$ cat config.mk
export PLATFORM = sky130hd
export DESIGN_NAME = axis_cmd_scheduler
export DESIGN_NICKNAME = d
export VERILOG_FILES = /design/src/rtl/axis_cmd_scheduler.sv
export SDC_FILE = /design/constraint.sdc
export NUM_CORES = 1
export LEC_CHECK = 0
export ABC_AREA = 1
export CORE_AREA = 2 2 131 133
export CTS_CLUSTER_SIZE = 40
export DETAILED_ROUTE_END_ITERATION = 16
export DIE_AREA = 0 0 133 135
export PLACE_DENSITY = 0.86
export SETUP_SLACK_MARGIN = 0.15
export SYNTH_ARGS = -nofsm -noshare
export SYNTH_HDL_FRONTEND = slang
export SYNTH_SLANG_ARGS = --single-unit
$ cat constraint.sdc
create_clock -name aclk -period 3.6 [get_ports aclk]
set_input_delay 0.72 -clock aclk [delete_from_list [all_inputs] [get_ports aclk]]
set_output_delay 0.72 -clock aclk [all_outputs]
set_load 0.01 [all_outputs]
$ cat src/rtl/axis_cmd_scheduler.sv
// Round-robin scheduler sharing one command-word serializer between two
// AXI4-Stream sources, with a programmable idle gap after each word.
module axis_cmd_scheduler #(
   parameter int DATA_WIDTH = 96,
   parameter int CNTR_WIDTH = 32
) (
   input  logic                  aclk,
   input  logic                  areset,
   input  logic [CNTR_WIDTH-1:0] cfg_data,
   input  logic [DATA_WIDTH-1:0] s_axis0_tdata,
   input  logic                  s_axis0_tvalid,
   output logic                  s_axis0_tready,
   input  logic [DATA_WIDTH-1:0] s_axis1_tdata,
   input  logic                  s_axis1_tvalid,
   output logic                  s_axis1_tready,
   output logic [DATA_WIDTH-1:0] m_axis_tdata,
   output logic                  m_axis_tid,
   output logic                  m_axis_tvalid,
   input  logic                  m_axis_tready,
   output logic                  sts_busy
);

   typedef enum logic [1:0] {
      IDLE,
      SEND,
      HOLD
   } state_t;

   state_t                  r_state;
   state_t                  w_next;
   logic                    r_last_grant;
   logic [CNTR_WIDTH-1:0]   r_cnt;
   logic [DATA_WIDTH-1:0]   r_tdata;
   logic                    r_tid;
   logic                    r_tvalid;
   logic                    w_grant0;
   logic                    w_grant1;
   logic                    w_hs;
   logic                    w_cnt_last;

   // Contention goes to the source that did not win last time.
   assign w_grant0   = s_axis0_tvalid & (~s_axis1_tvalid | r_last_grant);
   assign w_grant1   = s_axis1_tvalid & (~s_axis0_tvalid | ~r_last_grant);
   assign w_hs       = r_tvalid & m_axis_tready;
   assign w_cnt_last = (r_cnt == CNTR_WIDTH'(1));

   assign s_axis0_tready = (r_state == IDLE) & w_grant0 & ~areset;
   assign s_axis1_tready = (r_state == IDLE) & w_grant1 & ~areset;
   assign m_axis_tdata   = r_tdata;
   assign m_axis_tid     = r_tid;
   assign m_axis_tvalid  = r_tvalid;
   assign sts_busy       = (r_state != IDLE);

   // Next-state logic.
   always_comb begin
      w_next = r_state;
      unique case (r_state)
         IDLE: if (w_grant0 | w_grant1) w_next = SEND;
         SEND: begin
            if (w_hs) begin
               if (cfg_data == '0) w_next = IDLE;
               else                w_next = HOLD;
            end
         end
         HOLD: if (w_cnt_last) w_next = IDLE;
         default: w_next = IDLE;
      endcase
   end

   // State register.
   always_ff @(posedge aclk) begin
      if (areset) r_state <= IDLE;
      else        r_state <= w_next;
   end

   // Word capture, hand-off and hold-off countdown.
   always_ff @(posedge aclk) begin
      if (areset) begin
         r_tdata      <= '0;
         r_tid        <= 1'b0;
         r_tvalid     <= 1'b0;
         r_cnt        <= '0;
         r_last_grant <= 1'b1;
      end else begin
         unique case (r_state)
            IDLE: begin
               if (w_grant0) begin
                  r_tdata      <= s_axis0_tdata;
                  r_tid        <= 1'b0;
                  r_last_grant <= 1'b0;
                  r_tvalid     <= 1'b1;
               end else if (w_grant1) begin
                  r_tdata      <= s_axis1_tdata;
                  r_tid        <= 1'b1;
                  r_last_grant <= 1'b1;
                  r_tvalid     <= 1'b1;
               end
            end
            SEND: begin
               if (w_hs) begin
                  r_tvalid <= 1'b0;
                  r_cnt    <= cfg_data;
               end
            end
            HOLD: begin
               if (r_cnt > CNTR_WIDTH'(1)) r_cnt <= r_cnt - CNTR_WIDTH'(1);
            end
            default: ;
         endcase
      end
   end

endmodule

# Yosys cells after proc, flatten, opt, wreduce, memory -nomap -nowiden
# Index checks and enable logic that the tools add are counted.
[classes]
n_lt_le_gt_ge = 1
eq_ne = 8
bitwise_logic = 14
muxes = 15
reduce_logical = 10
add_sub_neg = 1
[ops]
columns = ["operator", "n"]
rows = [
  ["96-bit 2-to-1 mux", 2],
  ["32-bit 2-to-1 mux", 2],
  ["32-bit one-hot mux with 2 select lines", 1],
  ["32-bit by 1-bit == test with 1-bit output (second input constant)", 1],
  ["32-bit by 1-bit greater-than comparator with 1-bit output (second input constant)", 1],
  ["32-bit zero test", 1],
  ["32-bit by 1-bit subtractor with 32-bit output (second input constant)", 1],
  ["3-bit AND reduction", 3],
  ["2-bit 2-to-1 mux", 4],
  ["2-bit nonzero test", 4],
  ["1-bit AND", 7],
  ["2-bit != test (second input constant)", 3],
  ["2-bit one-hot mux with 3 select lines", 1],
  ["1-bit 2-to-1 mux", 4],
  ["1-bit NOT", 4],
  ["3-bit != test (second input constant)", 1],
  ["1-bit bitwise OR", 3],
  ["2-bit by 1-bit == test with 1-bit output (second input constant)", 1],
  ["2-bit == test (second input constant)", 1],
  ["2-bit zero test", 1],
  ["2-bit by 1-bit != test with 1-bit output (second input constant)", 1],
  ["1-bit one-hot mux with 2 select lines", 1],
  ["2-bit AND reduction", 1],
]
[word_totals]
wordCells = 55
out_inout_bits = 101
inputBits = 229
register_bits = 133

# Depth between registers and ports, before layout
[logic_depth]
word_depth = 6
ltp_mapped = 13
ltp_nobuf = 12

# Least setup slack after synthesis
# Ideal clock, no wire load.
[synth_path]
kind = "in2out"
startpoint = "in s_axis1_tvalid"
endpoint = "out s_axis0_tready"
required_time_ns = 2.880
path_buffers = 2
t_arrival_ns = 1.568
slack_ns = 1.312
stages = 5
cell_sequence = "inv_1 > o21ai_1 > buf_2 > buf_1 > nor3_1"
[synth_between]
elab_chain_cells = 5
[synth_rtl]
columns = ["item", "line", "rtl"]
rows = [
  ["from (decl)", "14", "input logic s_axis1_tvalid,"],
  ["1-bit NOT", "42", "assign w_grant0 = s_axis0_tvalid & (~s_axis1_tvalid | r_last_grant);"],
  ["1-bit bitwise OR", "42", ""],
  ["1-bit AND", "42", ""],
  ["1-bit AND (2 in series)", "47", "assign s_axis0_tready = (r_state == IDLE) & w_grant0 & ~areset;"],
  ["to (decl)", "12", "output logic s_axis0_tready,"],
]
# No other way between the ends.

# Final worst setup path
[layout_path]
startpoint = "in s_axis0_tvalid"
endpoint = "out s_axis1_tready"
[layout_between]
elab_chain_cells = 5
[layout_rtl]
columns = ["item", "line", "rtl"]
rows = [
  ["from (decl)", "11", "input logic s_axis0_tvalid,"],
  ["1-bit NOT", "43", "assign w_grant1 = s_axis1_tvalid & (~s_axis0_tvalid | ~r_last_grant);"],
  ["1-bit bitwise OR", "43", ""],
  ["1-bit AND", "43", ""],
  ["1-bit AND (2 in series)", "48", "assign s_axis1_tready = (r_state == IDLE) & w_grant1 & ~areset;"],
  ["to (decl)", "15", "output logic s_axis1_tready,"],
]
# No other way between the ends.

==> metrics <==
Initial DRC Count 785; main flop type after synthesis dfxtp_1; Via density 5.18; post-synthesis sequential area ratio 35.7%; post-synthesis compound-gate area fraction 18.5%; Final Hold Vio Count 0; Post-CTS Setup Bufs 0; CP Capture Type output port; Initial Util 45.5%; Rows 47; overall power 5.58 mW; main combinational cell family by area after synthesis simple AND/OR/NAND/NOR gates; P&R area growth vs syn 52.9%; number of buffers added on ports 329; Clock Path Buffers 2; WP data required 2.88 ns; vias in the first global route 8,329; Flop pwr share 32.1%; drt total wl 29.1 mm; Synth Cell Area 0.00746 mm²; Int Pwr 3.66 mW; Slew @ Worst Pin 0.813 ns; Setup violations, final 0; Hold Path Class reg -> reg; switch share 34.5%; worst rel slew slack 45.8%; post-synthesis xor/xnor area fraction 0.587%; shortest period the worst path allows 2.93 ns; GRT Util Overall 31.7%; critical path class in -> out; Synth Area in Adders 0.335%; DRC viols 0; CTS tree done; clock root buffer master clkbuf_16; H-tree levels 4; later-pin clock latency in the skew report 0.42 ns; Chip Height 135 µm; Fill cells 1,361; fraction of layout cells with a size suffix above 1 6.23%; CTS resizes 0; EDFF count, synth 0; #FFs+latches synth 133; Synth Area per Inst 6.33 µm²; MaxCap Viol Count 0; Max Slew Vio Count 0; Mapped Nets 1,410; Synth cell types 28; Die W 133 µm; CTS buffer count 17; async set-reset flop share out of synthesis 0%; post-route ant nets 0; Core Area 0.0164 mm²; maximum VDD drop 340 µV; CTS Hold Bufs 0; pin count of the biggest net entering global routing 189; Synth Warn # 0; post-synthesis simple-gate area fraction 32.5%; initial antenna violation count 5; r2r setup slk 1.23 ns; post-DP HPWL 21.2 mm; Initial DRT Pass Iterations 5; status complete, no violations; CTS Sinks 133; global-route wire length before repair 43.7 mm; P_sw 1.92 mW; vias 8,801; RSZ-0062 raised after global routing no; total grt overflow 0; CP startpoint kind input port; Mapped Cells 1,179; pwr dens 489 mW/mm²; Max Clk Rate 342 MHz; period utilization 81.3%; clock slew at the register clock pins of the worst setup and hold paths 0.06 ns; clock share of power 32.9%; DR WL/cell 17.1 µm; crit-path max FO 4; Final GP Congestion 0.959; leakage 5.12 nW; I/O pin cnt 330; combinational share of power 35.0%; mux cell area share after synthesis 0%; CP arrival 2.21 ns; Final Skew 0.0105 ns; Post-Route Setup TNS 0 ns; nets 1,694; Die ar. 0.0180 mm²
-- cell usage after synthesis, types with 2 or more instances --
cell type,count,area share (%)
a211oi_1,96,9.7
a21oi_1,8,0.54
buf_1,5,0.25
buf_2,25,1.7
buf_4,4,0.40
buf_6,3,0.45
clkbuf_1,34,1.7
dfxtp_1,133,36
ha_1,2,0.34
inv_1,142,7.1
inv_2,14,0.70
nand2_1,158,7.9
nand2_2,4,0.34
nand3_1,70,4.7
nand4_1,8,0.67
nor2_1,306,15
nor2_2,25,2.1
nor2_4,2,0.30
nor3_1,3,0.20
nor4_1,4,0.34
o21ai_0,114,7.6
o21ai_1,8,0.54
or2_2,2,0.17
xor2_1,5,0.59
-- stage by stage --
stage,worst slack (ns),hold slack [ns],utilization (%),instances,cell area [µm²]
after floorplan,1.31,0.451,-,1179,7460
after global placement,0.733,0.484,65.8,1664,10800
after detailed placement,0.714,0.479,65.8,1664,10800
after CTS,0.704,0.489,69.5,1696,11400
after global routing,0.626,0.500,69.6,1699,11400
final,0.673,0.490,69.6,1699,11400
-- registers in the layout (all words and copies together) (netlist names) --
signal / cells
m_axis_tdata: 96
m_axis_tid: 1
m_axis_tvalid: 1
r_cnt: 32
r_last_grant: 1
r_state: 2
-- worst paths after layout --
kind | start | endpoint | depth (start not counted)
worst min-delay path | m_axis_tid | m_axis_tid | 2
worst min register to register | m_axis_tid | m_axis_tid | 2
worst max register to register | r_state[0] | r_cnt[20] | 9
worst max-delay path | s_axis0_tvalid | s_axis1_tready | 5
-- layout make-up --
| cell class | count | area (µm²) | share of cell area (%) |
|---|---|---|---|
| timing repair buffer | 336 | 3370 | 29.5 |
| clock inverter | 14 | 174 | 1.52 |
| clock buffer | 18 | 439 | 3.85 |
| tap | 220 | 275 | 2.41 |
| antenna | 3 | 7.51 | 0.0658 |
| inverter | 157 | 593 | 5.20 |
| sequential | 133 | 2660 | 23.3 |
| multi-input combinational | 818 | 3890 | 34.1 |
-- cell usage in the layout, fill, tap and decap left out, drive strengths merged --
cell type      count
a211oi            96
a21oi              8
buf                7
bufinv             3
clkbuf            18
clkdlybuf4s50    329
clkinv             6
clkinvlp           1
dfxtp            133
diode              3
ha                 2
inv              161
nand2            163
nand3             71
nand4              8
nor2             333
nor3               3
nor4               4
o21ai            122
o21bai             1
or2                2
xor2               5
-- kinds of logic after synthesis --
family | count (synthesis)
flip-flops | 133
XOR/XNOR | 5
AND/OR/NAND/NOR | 584
buffers and inverters | 228
adder cells (fa/ha/maj) | 2
AO/OA/AOI/OAI | 227
-- critical path, stage by stage --
cell             delay [ns]
clkdlybuf4s50_1        0.46
nand2_1                0.10
nand3_1                0.15
nor2_1                 0.21
clkdlybuf4s50_1        0.57
-- per-layer routing --
metal	routed length [µm]	share of wire [%]	GRT usage, %
met1	11100	38	36.6
met2	13700	47	51.0
met3	2970	10	12.2
met4	1350	4.6	16.8
met5	27	0.093	0
-- power by group through the flow --
| stage | registers [mW] | clock network [mW] | logic (mW) |
|---|---|---|---|
| floorplan | 1.88 | 0 | 0.989 |
| global route | 1.81 | 1.92 | 2.14 |
| global placement | 1.81 | 0 | 1.89 |
| CTS | 1.79 | 1.85 | 1.94 |
| finish | 1.79 | 1.84 | 1.95 |
| detailed placement | 1.81 | 0 | 1.92 |
Power figures use the tool's default switching activity.
